### config.mk
export PLATFORM = sky130hd
export DESIGN_NAME = alu_mdu_flat
export DESIGN_NICKNAME = d
export VERILOG_FILES = /design/src/rtl/alu_pkg.sv /design/src/rtl/alu_mdu_if.sv /design/src/rtl/mdu_iter.sv /design/src/rtl/alu_mdu.sv /design/src/flat_wrapper.sv
export SDC_FILE = /design/constraint.sdc
export NUM_CORES = 1
export LEC_CHECK = 0
export CELL_PAD_IN_SITES_DETAIL_PLACEMENT = 1
export CELL_PAD_IN_SITES_GLOBAL_PLACEMENT = 1
export CORE_MARGIN = 2
export CORE_UTILIZATION = 48
export DETAILED_ROUTE_END_ITERATION = 16
export MAX_ROUTING_LAYER = met4
export PLACE_DENSITY_LB_ADDON = 0.12
export SYNTH_ARGS = -nofsm -noshare
export SYNTH_HDL_FRONTEND = slang
export SYNTH_SLANG_ARGS = --single-unit
export TNS_END_PERCENT = 50
### constraint.sdc
create_clock -name clk -period 9.3 [get_ports clk]
set_input_delay 0.93 -clock clk [delete_from_list [all_inputs] [get_ports clk]]
set_output_delay 0.93 -clock clk [all_outputs]
set_load 0.005 [all_outputs]
### src/rtl/alu_pkg.sv
// Shared definitions for the EX-stage ALU and its iterative multiply/divide unit.
// Opcode constants, MDU FSM state encoding and an opcode classifier.
package alu_pkg;

  localparam logic [3:0] ALU_ADD  = 4'b0000;
  localparam logic [3:0] ALU_SUB  = 4'b0001;
  localparam logic [3:0] ALU_AND  = 4'b0010;
  localparam logic [3:0] ALU_OR   = 4'b0011;
  localparam logic [3:0] ALU_SLTU = 4'b0100;
  localparam logic [3:0] ALU_SLT  = 4'b0101;
  localparam logic [3:0] ALU_XOR  = 4'b0110;
  localparam logic [3:0] ALU_NOR  = 4'b0111;
  localparam logic [3:0] ALU_MULT = 4'b1000;
  localparam logic [3:0] ALU_DIV  = 4'b1001;
  localparam logic [3:0] ALU_MFHI = 4'b1010;
  localparam logic [3:0] ALU_MFLO = 4'b1011;

  typedef enum logic [1:0] {
    S_IDLE = 2'd0,
    S_RUN  = 2'd1,
    S_DONE = 2'd2
  } mdu_state_e;

  function automatic logic is_mdu_op(input logic [3:0] op);
    return (op == ALU_MULT) || (op == ALU_DIV);
  endfunction

endpackage

### src/rtl/alu_mdu_if.sv
// Operand/result bundle between the EX stage and alu_mdu.
// The pipeline side is the master; the ALU/MDU is the slave.
interface alu_mdu_if #(
  parameter int WIDTH = 32
);
  logic [WIDTH-1:0] A;
  logic [WIDTH-1:0] B;
  logic [3:0]       ALUOp;
  logic             start;
  logic [WIDTH-1:0] ALUResult;
  logic [WIDTH-1:0] HI;
  logic [WIDTH-1:0] LO;
  logic             busy;
  logic             done;

  modport master (
    output A, B, ALUOp, start,
    input  ALUResult, HI, LO, busy, done
  );

  modport slave (
    input  A, B, ALUOp, start,
    output ALUResult, HI, LO, busy, done
  );
endinterface

### src/rtl/mdu_iter.sv
// Iterative unsigned multiply (shift-add) / divide (restoring), one bit per cycle.
// HI/LO are loaded only on the completion edge, so partial results never leak out.
module mdu_iter
  import alu_pkg::*;
#(
  parameter int WIDTH = 32,
  parameter int CNT_W = $clog2(WIDTH)
) (
  input  logic             clk,
  input  logic             rst_n,
  input  logic             start_i,
  input  logic [3:0]       op_i,
  input  logic [WIDTH-1:0] a_i,
  input  logic [WIDTH-1:0] b_i,
  output logic [WIDTH-1:0] hi_o,
  output logic [WIDTH-1:0] lo_o,
  output logic             busy_o,
  output logic             done_o
);

  mdu_state_e         state_q, state_d;
  logic [CNT_W-1:0]   cnt_q, cnt_d;
  logic               is_div_q, is_div_d;
  logic [WIDTH-1:0]   b_q, b_d;
  // MULT: {partial product, remaining multiplier}. DIV: low half is dividend/quotient.
  logic [2*WIDTH-1:0] acc_q, acc_d;
  logic [WIDTH-1:0]   rem_q, rem_d;
  logic [WIDTH-1:0]   hi_q, hi_d, lo_q, lo_d;

  logic [WIDTH:0]     mul_sum;
  logic [2*WIDTH-1:0] mul_next;
  logic [WIDTH:0]     div_shift;
  logic               div_ge;
  logic [WIDTH:0]     rem_next;
  logic [WIDTH-1:0]   quo_next;
  logic               launch;

  assign mul_sum  = {1'b0, acc_q[2*WIDTH-1:WIDTH]} + (acc_q[0] ? {1'b0, b_q} : '0);
  assign mul_next = {mul_sum, acc_q[WIDTH-1:1]};

  // Magnitude compare rather than sign of the difference keeps B==0 well defined.
  assign div_shift = {rem_q, acc_q[WIDTH-1]};
  assign div_ge    = (div_shift >= {1'b0, b_q});
  assign rem_next  = div_ge ? (div_shift - {1'b0, b_q}) : div_shift;
  assign quo_next  = {acc_q[WIDTH-2:0], div_ge};

  assign launch = start_i && is_mdu_op(op_i);

  always_comb begin
    // NOTE: every signal gets a default first so no path through the case infers a latch.
    state_d  = state_q;
    cnt_d    = cnt_q;
    is_div_d = is_div_q;
    b_d      = b_q;
    acc_d    = acc_q;
    rem_d    = rem_q;
    hi_d     = hi_q;
    lo_d     = lo_q;

    case (state_q)
      S_IDLE, S_DONE: begin
        state_d = S_IDLE;
        if (launch) begin
          state_d  = S_RUN;
          cnt_d    = CNT_W'(WIDTH - 1);
          is_div_d = (op_i == ALU_DIV);
          b_d      = b_i;
          acc_d    = {{WIDTH{1'b0}}, a_i};
          rem_d    = '0;
        end
      end
      S_RUN: begin
        if (is_div_q) begin
          acc_d[WIDTH-1:0] = quo_next;
          rem_d            = rem_next[WIDTH-1:0];
        end else begin
          acc_d = mul_next;
        end
        if (cnt_q == '0) begin
          state_d = S_DONE;
          if (is_div_q) begin
            hi_d = rem_next[WIDTH-1:0];
            lo_d = quo_next;
          end else begin
            hi_d = mul_next[2*WIDTH-1:WIDTH];
            lo_d = mul_next[WIDTH-1:0];
          end
        end else begin
          cnt_d = cnt_q - CNT_W'(1);
        end
      end
      default: state_d = S_IDLE;
    endcase
  end

  // NOTE: state uses non-blocking assignments so every register samples pre-edge values.
  always_ff @(posedge clk or negedge rst_n) begin
    if (!rst_n) begin
      state_q  <= S_IDLE;
      cnt_q    <= '0;
      is_div_q <= 1'b0;
      b_q      <= '0;
      acc_q    <= '0;
      rem_q    <= '0;
      hi_q     <= '0;
      lo_q     <= '0;
    end else begin
      state_q  <= state_d;
      cnt_q    <= cnt_d;
      is_div_q <= is_div_d;
      b_q      <= b_d;
      acc_q    <= acc_d;
      rem_q    <= rem_d;
      hi_q     <= hi_d;
      lo_q     <= lo_d;
    end
  end

  assign hi_o   = hi_q;
  assign lo_o   = lo_q;
  assign busy_o = (state_q == S_RUN);
  assign done_o = (state_q == S_DONE);

endmodule

### src/rtl/alu_mdu.sv
// EX-stage ALU: single-cycle logic/arithmetic ops plus HI/LO moves from the
// iterative multiply/divide unit, whose busy/done feed the hazard unit.
module alu_mdu
  import alu_pkg::*;
#(
  parameter int WIDTH = 32,
  parameter int CNT_W = $clog2(WIDTH)
) (
  input  logic     clk,
  input  logic     rst,
  alu_mdu_if.slave bus
);

  logic [WIDTH-1:0] hi;
  logic [WIDTH-1:0] lo;
  logic [WIDTH-1:0] result;

  mdu_iter #(
    .WIDTH (WIDTH),
    .CNT_W (CNT_W)
  ) u_mdu (
    .clk     (clk),
    .rst_n   (rst),
    .start_i (bus.start),
    .op_i    (bus.ALUOp),
    .a_i     (bus.A),
    .b_i     (bus.B),
    .hi_o    (hi),
    .lo_o    (lo),
    .busy_o  (bus.busy),
    .done_o  (bus.done)
  );

  // MULT, DIV and reserved codes fall through to zero.
  always_comb begin
    result = '0;
    case (bus.ALUOp)
      ALU_ADD:  result = bus.A + bus.B;
      ALU_SUB:  result = bus.A - bus.B;
      ALU_AND:  result = bus.A & bus.B;
      ALU_OR:   result = bus.A | bus.B;
      ALU_SLTU: result = {{(WIDTH-1){1'b0}}, (bus.A < bus.B)};
      ALU_SLT:  result = {{(WIDTH-1){1'b0}}, ($signed(bus.A) < $signed(bus.B))};
      ALU_XOR:  result = bus.A ^ bus.B;
      ALU_NOR:  result = ~(bus.A | bus.B);
      ALU_MFHI: result = hi;
      ALU_MFLO: result = lo;
      default:  result = '0;
    endcase
  end

  assign bus.ALUResult = result;
  assign bus.HI        = hi;
  assign bus.LO        = lo;

endmodule

### src/flat_wrapper.sv
// flat-port wrapper written by rule: the top's interface ports become plain ports
module alu_mdu_flat import alu_pkg::*;
#(
  parameter int WIDTH = 32,
  parameter int CNT_W = $clog2(WIDTH)
)
  (clk, rst, bus_A, bus_B, bus_ALUOp, bus_start, bus_ALUResult, bus_HI, bus_LO, bus_busy, bus_done);
  alu_mdu_if #(.WIDTH(WIDTH)) bus_i ();
  input  logic clk;
  input  logic rst;
  input wire logic [$bits(bus_i.A)-1:0] bus_A;
  input wire logic [$bits(bus_i.B)-1:0] bus_B;
  input wire logic [$bits(bus_i.ALUOp)-1:0] bus_ALUOp;
  input wire logic [$bits(bus_i.start)-1:0] bus_start;
  output wire logic [$bits(bus_i.ALUResult)-1:0] bus_ALUResult;
  output wire logic [$bits(bus_i.HI)-1:0] bus_HI;
  output wire logic [$bits(bus_i.LO)-1:0] bus_LO;
  output wire logic [$bits(bus_i.busy)-1:0] bus_busy;
  output wire logic [$bits(bus_i.done)-1:0] bus_done;
  assign bus_i.A = bus_A;
  assign bus_i.B = bus_B;
  assign bus_i.ALUOp = bus_ALUOp;
  assign bus_i.start = bus_start;
  assign bus_ALUResult = bus_i.ALUResult;
  assign bus_HI = bus_i.HI;
  assign bus_LO = bus_i.LO;
  assign bus_busy = bus_i.busy;
  assign bus_done = bus_i.done;
  alu_mdu #(.WIDTH(WIDTH), .CNT_W(CNT_W)) u_core (.clk(clk), .rst(rst), .bus(bus_i));
endmodule
==> results of run 1 <==
[layer usage]
metal  GRT usage (%)  vias to the layer above  share of wire (%)
li1                -                     7787                  -
met1            52.5                     8809                 44
met2            58.9                      711                 45
met3            6.86                      162                7.9
met4            12.7                        0                3.2
met5               -                        -                  0
[critical path, cell delays in order]
cell and delay [ns]:
clkdlybuf4s50_1 0.57, inv_1 0.11, ha_1 0.24, fa_1 0.42
o21bai_1 0.18, a21oi_1 0.12, o21ai_0 0.41, a311oi_1 0.25
o211ai_1 0.43, nand3_1 0.27, a2111oi_0 0.50, o22ai_1 0.17
xnor2_1 0.15, o21ai_0 0.25, clkdlybuf4s50_1 0.56
[state kept, by name, indices dropped and copies added, names as in the netlist]
signal and count:
u_core.u_mdu.cnt_q 5, u_core.u_mdu.acc_q 64, u_core.u_mdu.state_q 2, u_core.u_mdu.lo_o 32, u_core.u_mdu.hi_o 32, u_core.u_mdu.rem_q 32
u_core.u_mdu.b_q 32, u_core.u_mdu.is_div_q 1
[cells by family (layout without fill, tap and decap cells)]
kind of cell | after synthesis | after routing | share of synthesized area, %
DFF | 200 | 200 | 29.4
xor gates and xnor gates | 87 | 87 | 4.48
adders and majority gates | 168 | 168 | 12.5
muxes | 60 | 60 | 3.59
buffers and inverters | 283 | 379 | 6.39
other | 0 | 5 | 0
and+or+nand+nor | 605 | 605 | 16.5
AOI/OAI and AO/OA | 714 | 714 | 27.1
[placed cells by master (no fill, tap or decap), types with 17 or more instances in the layout]
| master | instances |
|---|---|
| a21oi_1 | 145 |
| mux2i_1 | 51 |
| nand2_1 | 222 |
| xor2_1 | 26 |
| nand3_1 | 96 |
| nor2b_1 | 17 |
| o211ai_1 | 20 |
| ha_1 | 164 |
| and3_1 | 22 |
| a21o_1 | 46 |
| o21ai_0 | 245 |
| dfrtp_1 | 199 |
| buf_4 | 25 |
| and2_1 | 35 |
| nor2_1 | 113 |
| o21bai_1 | 17 |
| xnor2_1 | 61 |
| a22oi_1 | 30 |
| nor3_1 | 30 |
| a221oi_1 | 22 |
| clkdlybuf4s50_1 | 166 |
| clkbuf_16 | 17 |
| inv_1 | 152 |
| o221ai_1 | 37 |
| a31oi_1 | 20 |
[path summary, 6_finish.rpt]
check                                             startpoint                                 to
setup / recovery                                    bus_A[0]                  bus_ALUResult[26]
hold / removal                                           rst  u_core.u_mdu.hi_o[29]$_DFFE_PN0P_
setup reg to reg           u_core.u_mdu.acc_q[0]$_DFFE_PN0P_  u_core.u_mdu.hi_o[31]$_DFFE_PN0P_
hold reg to reg            u_core.u_mdu.cnt_q[0]$_DFFE_PN0P_  u_core.u_mdu.cnt_q[0]$_DFFE_PN0P_
max in group asynchronous                                rst  u_core.u_mdu.is_div_q$_DFFE_PN0P_
min in group clk           u_core.u_mdu.cnt_q[0]$_DFFE_PN0P_  u_core.u_mdu.cnt_q[0]$_DFFE_PN0P_
[per-stage QoR]
stage / setup slack (ns) / std cells / util, % / instance area [µm²]
2_1_floorplan: 4.94 / 2117 / - / 17000
3_3_place_gp: 3.06 / 2636 / 54.7 / 19000
3_5_place_dp: 3.00 / 2636 / 54.7 / 19000
4_1_cts: 2.95 / 2668 / 56.7 / 19700
5_1_grt: 2.71 / 2671 / 56.7 / 19700
6_report: 2.79 / 2673 / 56.7 / 19700
[final cells by class]
cell class / count / area [µm²] / area share (%)
clock buffers: 17 / 425 / 2.16
well taps: 455 / 569 / 2.89
multi-input cells: 1634 / 11000 / 55.8
repair buffers: 193 / 1870 / 9.50
diodes: 5 / 12.5 / 0.0636
flip-flops and latches: 200 / 5010 / 25.4
inverters: 154 / 578 / 2.94
clock inverters: 15 / 239 / 1.21
[where the power goes]
| group | switching (mW) | internal [mW] | leakage [nW] |
|---|---|---|---|
| clock | 0.475 | 0.388 | 0.318 |
| sequential | 0.410 | 1.21 | 2.52 |
| combinational | 1.77 | 1.21 | 6.15 |
==> impl_metrics.tcl, run 1 <==
set metrics [dict create \
    power_density_nw_per_um2 278 \
    clock.fmax_mhz 154 \
    cts_max_level 4 \
    start_util_pct 49.0 \
    syn_area_per_cell_um2 8.04 \
    p_leak_nw 9.00 \
    die_w_um 192 \
    worstSkewPairLatency_ns 0.49 \
    cts_sinks 200 \
    cts_root_buffer "clkbuf_16" \
    ys.flop_type "dfrtp_1" \
    vdd_drop_max_mv 0.356 \
    die_y_um 192 \
    syn-num-nets 2356 \
    max_cap_viol_count 0 \
    skew_ns 0.0304 \
    cts_tree "yes" \
    cts_hold_buf 0 \
    drive_gt1_share_pct 4.47 \
    cts_buffers 17 \
    wl_um 69600 \
    nets 2439 \
    hold_viol_final 0 \
    clockBufferDepth 2 \
    yosysMostFrequentCell "o21ai_0" \
    r2r_slack_ns 4.79 \
    synthToLayoutAreaGrowth_pct 15.6 \
    grt_pass1_vias 17800 \
    startpoint_type "primary input" \
    crit_type "in -> out" \
    synth_edf_count 0 \
    drt_iter0_drc 1366 \
    synth_top_area_share_pct 29.4 \
    crit_fanout 4 \
    n_fill_cell 4222 \
    gr-total-overflow 0 \
    hold_slack_ns 0.378 \
    ff2ff_path_depth 13 \
    core_area_um2 34700 \
    wire_per_inst_um 26.0 \
    ys_top_cells_by_area "dfrtp_1 29%, ha_1 12%, o21ai_0 7.2%" \
    grt_use_total_pct 38.8 \
    synthCells 2117 \
    arrival_ns 5.58 \
    path_clk_slew_ns 0.10 \
    ys_async_sr_fraction_pct 100 \
    dp.final_hpwl_um 50600 \
    worstPathRequired_ns 8.37 \
    grt_pass1_wl_um 106000 \
    ys_types 83 \
    worst_pin_slew_ns 1.08 \
    status "finished clean" \
    fin_crit_sh_pct 70.0 \
    firstDrtPassIters 5 \
    vias_per_cell 6.54 \
    dieArea_um2 37000 \
    ant_nets 0 \
    synth_area_leader_cell "dfrtp_1" \
    ctsResizeCount 0 \
    tns_ns 0 \
    gp_congestion 0.952 \
    syn-cell-area_um2 17000 \
    rsz0062_at_grt "false" \
    grt_max_degree 96 \
    end_kind "output pin" \
    final-setup-viol-count 0 \
    via_count 17500 \
    ioPinCount 169 \
    antenna_found_initial 6 \
    slew-limit-headroom_pct 28.0 \
    io_buffers 168 \
    route.detailed.drc 0 \
    maxSlewViolCount 0 \
    synth_commonest_cells "245 x o21ai_0, 223 x nand2_1, 200 x dfrtp_1" \
    hold_class "in -> async" \
    synth-seq-cells 200 \
    synth_seq_area_share_pct 29.4 \
    finalCriticalPeriod_ns 6.51 \
    row_count 68 \
    synth.yosys.warnings 0 \
    cts_setup_buffers 0 \
    totalPowerFinal_mw 5.47 \
]
Power figures use the tool's default switching activity.
==> run 2, diff against run 1 <==
--- a/config.mk
+++ b/config.mk
@@ -8,7 +8,7 @@
 export CELL_PAD_IN_SITES_DETAIL_PLACEMENT = 1
 export CELL_PAD_IN_SITES_GLOBAL_PLACEMENT = 1
 export CORE_MARGIN = 2
-export CORE_UTILIZATION = 48
+export CORE_UTILIZATION = 44
 export DETAILED_ROUTE_END_ITERATION = 16
 export MAX_ROUTING_LAYER = met4
 export PLACE_DENSITY_LB_ADDON = 0.12
==> constraint.sdc (replaced) <==
create_clock -name clk -period 6.5 [get_ports clk]
set_input_delay 0.65 -clock clk [delete_from_list [all_inputs] [get_ports clk]]
set_output_delay 0.65 -clock clk [all_outputs]
set_load 0.005 [all_outputs]
==> run 2 against run 1 <==
Net effect:
- utilization fell by 5.4 points
- wire length shrank 1.6%
- first-iteration DRC count shrank 12%
- count of clock-buffer cells in the layout up 3
- worst setup slack lost 1.9 ns
- register-to-register slack got worse by 2.6 ns
- total power grew 40%
- flip-flop and latch count stayed put
- non-clock buffer count increased by 6
- critical path type unchanged
- critical endpoint is now bus_ALUResult[30]
- highest routed layer unchanged
==> impl_metrics.tcl, run 2 (same netlist as run 1, synthesis figures left out) <==
set metrics [dict create \
    skew_ns 0.0142 \
    cts_tree "yes" \
    fin_util_pct 51.3 \
    antenna_found_initial 5 \
    combPwrFrac_pct 55.2 \
    die_y_um 201 \
    wire_per_inst_um 24.9 \
    grt_max_degree 92 \
    startpoint_type "primary input" \
    dieArea_um2 40300 \
    via_count 17100 \
    clockBufferDepth 2 \
    cts_buffers 17 \
    grt_pass1_vias 17500 \
    mostFrequentLayoutCells "245 x o21ai_0, 222 x nand2_1, 199 x dfrtp_1" \
    ctsResizeCount 0 \
    firstDrtPassIters 5 \
    ioPinCount 169 \
    intPower_mw 4.00 \
    p_leak_nw 8.98 \
    power_density_nw_per_um2 389 \
    dpl-instance-area_um2 19100 \
    max_cap_viol_count 0 \
    finalCriticalPeriod_ns 5.65 \
    cts_hold_buf 0 \
    dp.final_hpwl_um 51300 \
    status "finished clean" \
    cts_setup_buffers 0 \
    route.detailed.drc 0 \
    end_kind "output pin" \
    layout_commonest_cell "o21ai_0" \
    arrival_ns 5.00 \
    vias_per_cell 6.22 \
    drive_gt1_share_pct 4.64 \
    final_area_um2 19700 \
    row_count 72 \
    switchingPower_mw 3.66 \
    slew-limit-headroom_pct 13.4 \
    regArea_um2 5010 \
    crit_type "in -> out" \
    ant_nets 0 \
    vdd_drop_max_mv 0.395 \
    largest_reg_flops 64 \
    pwr-share-clk_pct 14.1 \
    die_w_um 201 \
    gp_congestion 0.967 \
    nets 2445 \
    fin_ws_ns 0.850 \
    regMostFlops "u_core.u_mdu.acc_q" \
    tns_ns 0 \
    switching_share_pct 47.8 \
    synthToLayoutAreaGrowth_pct 15.7 \
    grt_use_total_pct 35.1 \
    wl_um 68400 \
    multi_input_area_um2 11000 \
    crit_fanout 4 \
    worstPathRequired_ns 5.85 \
    dpl_worst_slack_ns 0.970 \
    rsz0062_at_grt "false" \
    seqPwrFrac_pct 30.7 \
    fin_crit_sh_pct 86.9 \
    worst_pin_slew_ns 1.30 \
    r2r_slack_ns 2.20 \
    gr-total-overflow 0 \
    cts_root_buffer "clkbuf_16" \
    clock.fmax_mhz 177 \
    io_buffers 168 \
    final-setup-viol-count 0 \
    worstSkewPairLatency_ns 0.50 \
    path_clk_slew_ns 0.08 \
    hold_class "in -> async" \
    drt_iter0_drc 1198 \
    grt_pass1_wl_um 106000 \
    maxSlewViolCount 0 \
    hold_viol_final 0 \
    core_area_um2 38400 \
    n_fill_cell 4663 \
    cts_max_level 4 \
    start_util_pct 44.4 \
    cts_sinks 200 \
]
run 2: final timing paths:
check,start,end,cells after the start
worst max-delay path,bus_B[0],bus_ALUResult[30],15
worst min-delay path,rst,u_core.u_mdu.b_q[28]$_DFFE_PN0P_,1
worst max register to register,u_core.u_mdu.acc_q[0]$_DFFE_PN0P_,u_core.u_mdu.hi_o[31]$_DFFE_PN0P_,13
worst min register to register,u_core.u_mdu.cnt_q[0]$_DFFE_PN0P_,u_core.u_mdu.cnt_q[0]$_DFFE_PN0P_,1
max in group asynchronous,rst,u_core.u_mdu.is_div_q$_DFFE_PN0P_,2
min in group clk,u_core.u_mdu.cnt_q[0]$_DFFE_PN0P_,u_core.u_mdu.cnt_q[0]$_DFFE_PN0P_,1
run 2: final cells by class:
| type | count | area share [%] |
|---|---|---|
| multi-input combinational | 1634 | 55.7 |
| timing repair buffer | 199 | 9.72 |
| tap | 518 | 3.29 |
| antenna | 6 | 0.0762 |
| inverter | 154 | 2.93 |
| clock buffer | 20 | 2.32 |
| clock inverter | 12 | 0.527 |
| sequential | 200 | 25.4 |
run 2: metrics by stage:
stage | hold WS, ns | instances | power, mW
3_3_place_gp | 0.487 | 2705 | 6.38
5_1_grt | 0.138 | 2741 | 8.17
3_5_place_dp | 0.494 | 2705 | 6.51
4_1_cts | 0.0935 | 2737 | 7.63
2_1_floorplan | 0.354 | 2117 | 4.75
6_report | 0.0765 | 2743 | 7.65
run 2: layer usage:
layer / GRT usage [%] / vias up / routed length [µm]
met5: - / - / 0
met4: 10.5 / 0 / 1580
met3: 5.96 / 88 / 4110
met2: 53.6 / 493 / 31100
met1: 47.7 / 8669 / 31600
li1: - / 7808 / -
run 2: worst max-delay path, stage by stage:
cell and delay [ns]:
clkdlybuf4s50_1 0.53, ha_1 0.30, fa_1 0.40, o21bai_1 0.17, a21oi_1 0.12, o21ai_0 0.40
a311oi_1 0.26, o211ai_1 0.21, buf_4 0.17, nand3_1 0.15, a211oi_1 0.49, a211oi_1 0.14
or3_1 0.33, nand3_1 0.15, clkdlybuf4s50_1 0.53
run 2: power by group through the flow:
stage          logic [mW]  clock network, mW  registers, mW
6_report             4.23               1.08           2.35
5_1_grt              4.65               1.13           2.39
4_1_cts              4.21               1.10           2.32
3_5_place_dp         4.18                  0           2.34
3_3_place_gp         4.07                  0           2.31
2_1_floorplan        2.71                  0           2.04
==> run 3, diff against run 2 <==
--- a/config.mk
+++ b/config.mk
@@ -11,7 +11,8 @@
 export CORE_UTILIZATION = 44
 export DETAILED_ROUTE_END_ITERATION = 16
 export MAX_ROUTING_LAYER = met4
-export PLACE_DENSITY_LB_ADDON = 0.12
+export PLACE_DENSITY_LB_ADDON = 0.25
+export SKIP_CTS_REPAIR_TIMING = 1
 export SYNTH_ARGS = -nofsm -noshare
 export SYNTH_HDL_FRONTEND = slang
 export SYNTH_SLANG_ARGS = --single-unit
==> run 3 against run 2 <==
Net effect:
- register-to-register slack got worse by 0.36 ns
- cell count decreased by 0.33%
- sequential power about the same
- total power about the same
- die area unchanged
- sequential share of layout area about the same
- critical path depth is 1 lower
==> impl_metrics.tcl, run 3 (same netlist as run 1, synthesis figures left out) <==
set metrics [dict create \
    synthToLayoutAreaGrowth_pct 15.6 \
    antenna_found_initial 0 \
    ant_nets 0 \
    regArea_um2 5010 \
    cts_root_buffer "clkbuf_16" \
    arrival_ns 5.27 \
    core_area_um2 38400 \
    hold_class "in -> async" \
    startpoint_type "primary input" \
    crit_type "in -> out" \
    multi_input_area_um2 11000 \
    wire_per_inst_um 25.0 \
    cts_max_level 4 \
    crit_fanout 4 \
    gr-total-overflow 0 \
    fin_util_pct 51.3 \
    grt_pass1_vias 17800 \
    row_count 72 \
    cts_tree "yes" \
    clockBufferDepth 2 \
    vdd_drop_max_mv 0.268 \
    end_kind "output pin" \
    die_w_um 201 \
    firstDrtPassIters 5 \
    slowest_stage "clkdlybuf4s50_1" \
    final-setup-viol-count 0 \
    cts_buffers 17 \
    crit_buf_inv 2 \
    mostFrequentLayoutCells "245 x o21ai_0, 222 x nand2_1, 199 x dfrtp_1" \
    cp_cell_sequence "clkdlybuf4s50_1 -> ha_1 -> fa_1 -> o21bai_1 -> a21oi_1 -> o21ai_0 -> a311oi_1 -> o211ai_1 -> nand3_1 -> a2111oi_0 -> o22ai_1 -> xnor2_1 -> o21ai_0 -> clkdlybuf4s50_1" \
    cts_sinks 200 \
    io_buffers 168 \
    wl_um 68300 \
    max_cap_viol_count 0 \
    n_fill_cell 4673 \
    largest_reg_flops 64 \
    maxSlewViolCount 0 \
    worst_pin_slew_ns 1.28 \
    slew-limit-headroom_pct 14.9 \
    status "finished clean" \
    ioPinCount 169 \
    gp_congestion 0.959 \
    vias_per_cell 6.28 \
    power_density_nw_per_um2 389 \
    grt_pass1_wl_um 105000 \
    regMostFlops "u_core.u_mdu.acc_q" \
    p_leak_nw 8.97 \
    grt_use_total_pct 34.6 \
    rsz0062_at_grt "false" \
    dp.final_hpwl_um 51200 \
    clock.fmax_mhz 169 \
    grt_max_degree 106 \
    fin_crit_sh_pct 91.1 \
    worstSkewPairLatency_ns 0.51 \
    tns_ns 0 \
    slowest_delay_ns 0.58 \
    drive_gt1_share_pct 4.43 \
    critPathTopFamily "compound AO/OA/AOI/OAI gates" \
    drt_iter0_drc 1167 \
    finalCriticalPeriod_ns 5.92 \
    die_y_um 201 \
    start_util_pct 44.4 \
    worstPathRequired_ns 5.85 \
    dieArea_um2 40300 \
    layout_commonest_cell "o21ai_0" \
    via_count 17200 \
    nets 2440 \
    path_clk_slew_ns 0.08 \
    route.detailed.drc 0 \
    hold_viol_final 0 \
    skew_ns 0.0160 \
]
## run 3: per-layer routing
metal  vias up  GRT usage (%)  routed length, µm
met5         -              -                  0
met4         0           10.2               1550
met3       106           5.89               4480
met2       586           54.3              31500
met1      8696           46.0              30700
li1       7778              -                  -
## run 3: final timing paths
check                           slack (ns)                                  to  depth (start not counted)                              start
max in group asynchronous             5.00   u_core.u_mdu.lo_o[12]$_DFFE_PN0P_                          2                                rst
worst max register to register        1.84   u_core.u_mdu.hi_o[28]$_DFFE_PN0P_                         13    u_core.u_mdu.b_q[3]$_DFFE_PN0P_
min in group clk                      0.51   u_core.u_mdu.cnt_q[0]$_DFFE_PN0P_                          1  u_core.u_mdu.cnt_q[0]$_DFFE_PN0P_
worst min register to register        0.51   u_core.u_mdu.cnt_q[0]$_DFFE_PN0P_                          1  u_core.u_mdu.cnt_q[0]$_DFFE_PN0P_
worst max-delay path                  0.58                   bus_ALUResult[26]                         14                           bus_B[0]
worst min-delay path                  0.16  u_core.u_mdu.rem_q[27]$_DFFE_PN0P_                          1                                rst
## run 3: report_power, final
part	leakage [nW]	internal, mW	switching [mW]	total, mW
sequential	2.52	1.73	0.583	2.32
clock	0.284	0.529	0.580	1.11
combinational	6.16	1.73	2.50	4.24
total	8.97	4.00	3.67	7.66
## run 3: layout make-up
cell class	instances	share of cell area, %
Sequential cell	200	25.5
Clock buffer	19	2.30
Antenna cell	2	0.0254
Inverter	154	2.94
Clock inverter	13	0.693
Multi-Input combinational cell	1634	55.8
Timing Repair Buffer	194	9.54
Tap cell	518	3.29
## run 3: per-stage QoR
| step | std cells | power (mW) | setup slack [ns] | hold WS [ns] | cell area (µm²) |
|---|---|---|---|---|---|
| final | 2734 | 7.66 | 0.578 | 0.158 | 19700 |
| after global routing | 2732 | 8.16 | 0.489 | 0.242 | 19700 |
| after CTS | 2732 | 7.63 | 0.732 | 0.216 | 19700 |
| after detailed placement | 2700 | 6.48 | 0.744 | 0.497 | 19100 |
| after global placement | 2700 | 6.33 | 0.819 | 0.488 | 19100 |
| after floorplan | 2117 | 4.75 | 2.70 | 0.354 | 17000 |
## run 3: worst register-to-register path, cell delays in order (launching register included)
cell and delay [ns]:
dfrtp_1 0.36, inv_1 0.10, ha_1 0.38, a21oi_1 0.27, nor2b_1 0.11, o311ai_2 0.31
a21boi_1 0.23, o21ai_1 0.21, and3_1 0.62, or2_1 0.66, buf_4 0.46, mux2i_1 0.48
mux2_2 0.27, a21oi_1 0.07
==> patch: new RTL, config.mk and constraints of run 2 <==
Reset style: synchronous (`rst_n`), changed in one clocked block.
--- a/src/rtl/mdu_iter.sv
+++ b/src/rtl/mdu_iter.sv
@@ -94,7 +94,7 @@
   end
 
   // NOTE: state uses non-blocking assignments so every register samples pre-edge values.
-  always_ff @(posedge clk or negedge rst_n) begin
+  always_ff @(posedge clk) begin
     if (!rst_n) begin
       state_q  <= S_IDLE;
       cnt_q    <= '0;
Behaviour: differs if rst is asserted again (counterexample within 4 cycles, from zero or initial values and one cycle with rst low); with rst held inactive, the same outputs for 4 cycles.
==> patch against run 2 <==
  * Worst setup slack got worse by 0.23 ns
  * Clock skew up 0.00076 ns
  * Core utilization increased by 0.052 points
  * Final area decreased by 2.2%
  * Wire length fell by 3.1%
  * Area after synthesis down 2.2%
  * Sequential cell count unchanged
Power is not compared: it rests on default switching activity, and its combinational part moved more than twofold at a synthesized area within 25%.
==> patch: results (changes against run 2) <==
| Metric | Value |
|---|---|
| Status | finished clean |
| Longest Clk Path Bufs | 2 (unchanged) |
| Endpoint, Worst Hold | u_core.u_mdu.acc_q[57] |
| Maximum level of the CTS H-tree | 4 (unchanged) |
| CTS root buffer | clkbuf_16 |
| Fill cell count | 4644 (-0.41%) |
| Vias/cell | 6.17 (-0.83%) |
| Synth top area cells | dfxtp_1 (24%), ha_1 (12%), a21oi_1 (6.5%), nor2_1 (5.9%), nand2_1 (4.2%) |
| Max FFs per register | 64 (unchanged) |
| Reg clk slew, reported paths | 0.08 ns (about the same) |
| GRT Util Overall | 34.7% (-0.43 points) |
| Hold path cells | 2 |
| Hold Crit Start | u_core.u_mdu.acc_q[57] |
| Critical R2R Launch | u_core.u_mdu.acc_q[0] |
| DRT Pass-1 Iters | 6 (+1) |
| Asr flop ratio synth | 0% (-100 points) |
| IO Port Bufs | 168 (unchanged) |
| Unique masters post-synth | 83 (unchanged) |
| Worst hold slack | 0.483 ns (+0.406 ns) |
| Top reg by flops | u_core.u_mdu.acc_q |
| Hold Path Class | register to register |
| Antenna diode count | 0 (-6) |
| CTS resizes | 0 (unchanged) |
| Post-synth top cells | nor2_1 (260), a21oi_1 (216), dfxtp_1 (200) |
| Top_reg_cell synth | dfxtp_1 |
| Largest net degree at the start of global routing | 71 (-23%) |
| Worst-path fanout max | 4 (unchanged) |
| Placer Congestion | 0.940 (-2.7%) |
| Crit-path slowest cell | clkdlybuf4s50_1 |
| Layout cell share with drive strength beyond 1 | 4.37% (-0.27 points) |
| Count of warnings emitted by yosys | 0 (unchanged) |
| Register area share after synthesis | 24.0% (-5.4 points) |
| Vias in the first global route | 17.6k (+0.42%) |
| R2R setup slack | 2.22 ns (+0.02 ns) |
| Synthesized Nets | 2470 (+4.8%) |
| Maxcap violations | 0 (unchanged) |
| Peak VDD IR | between 150 and 200 uV |
| Initial antenna violation count | 0 (-5) |
| Buffer count from post-CTS setup fixing | 0 (unchanged) |
| TNS Setup | 0 ns (unchanged) |
| CP peak stage delay | 0.58 ns (+0.05 ns) |
| CTS Buf Count | 17 (unchanged) |
| Clock skew | 0.0150 ns (+0.000763 ns) |
| First-pass GRT wire length | 102000 microns (-3.2%) |
| Leakage power | 7.68 nW |
| Routed wire length | 66300 microns (-3.1%) |
| Relative slew margins | 22.7% (+9.3 points) |
| Drt first-iter violations | 1319 (+10%) |
| Final HPWL DP | 49600 microns (-3.4%) |
| Worst skew pair latency | 0.48 ns (-0.02 ns) |
| Worst r2r path cells | 13 (unchanged) |
| RR Endpoint | u_core.u_mdu.hi_o[30] |
[patch: cell types whose count changed after synthesis, sizes merged, moves of 14 or more]
cell	before	now
dfrtp	200	0
dfxtp	0	200
nor2	117	260
o21ai	248	128
a21oi	145	218
nand2	223	185
o221ai	37	2
a211oi	16	50
a221oi	22	55
nand3	96	65
a31oi	21	41
and2	36	50
[patch: worst max-delay path, delay by kind of cell]
kind / cells / cell delay (ns)
AOI/OAI and AO/OA: 9 / 2.33
buffers and inverters: 3 / 1.28
and+or+nand+nor: 2 / 0.64
adders and majority gates: 1 / 0.34
[patch: kinds of logic after synthesis]
kind of cell	count (synthesis)	share of synthesized area, %
AOI/OAI and AO/OA	729	28.8
and+or+nand+nor	678	18.3
buffers and inverters	293	6.78
DFF	200	24.0
adders and majority gates	169	12.9
xor gates and xnor gates	89	4.68
muxes	72	4.46
[patch: cell type report]
| class | instances | share of cell area [%] |
|---|---|---|
| inverter | 146 | 2.86 |
| timing repair buffer | 195 | 9.76 |
| clock buffer | 17 | 2.21 |
| clock inverter | 15 | 1.07 |
| tap | 511 | 3.32 |
| sequential | 200 | 20.8 |
| multi-input combinational | 1737 | 60.0 |
[patch: power breakdown]
group	switching (mW)	internal, mW
logic	0.574	0.390
registers	0.0303	1.25
clock network	0.594	0.561
[patch: layer usage]
layer / GRT usage, % / wire [microns] / up-vias
met3: 4.48 / 3780 / 105
met2: 54.7 / 30100 / 557
met5: - / 0 / -
met1: 46.7 / 30900 / 8605
met4: 9.31 / 1560 / 0
li1: - / - / 8131
[patch: worst max-delay path by stage]
stage                     startpoint           endpoint  cells past startpoint
after floorplan             bus_B[0]  bus_ALUResult[24]                     13
after global placement      bus_A[1]  bus_ALUResult[31]                     15
after detailed placement    bus_B[1]  bus_ALUResult[31]                     15
after CTS                   bus_B[1]  bus_ALUResult[31]                     15
after global routing        bus_B[1]  bus_ALUResult[31]                     15
final                       bus_B[1]  bus_ALUResult[31]                     15
[patch: through the flow]
| stage | area [sq um] | instances | setup slack, ns | total power [mW] | utilization (%) |
|---|---|---|---|---|---|
| 3_5_place_dp | 18600 | 2789 | 0.715 | 2.25 | 49.7 |
| 5_1_grt | 19300 | 2821 | 0.362 | 3.54 | 51.4 |
| 3_3_place_gp | 18600 | 2789 | 0.897 | 2.23 | 49.7 |
| 4_1_cts | 19300 | 2821 | 0.674 | 3.40 | 51.4 |
| 6_report | 19300 | 2821 | 0.619 | 3.40 | 51.4 |
| 2_1_floorplan | 16700 | 2230 | 2.53 | 1.90 | - |
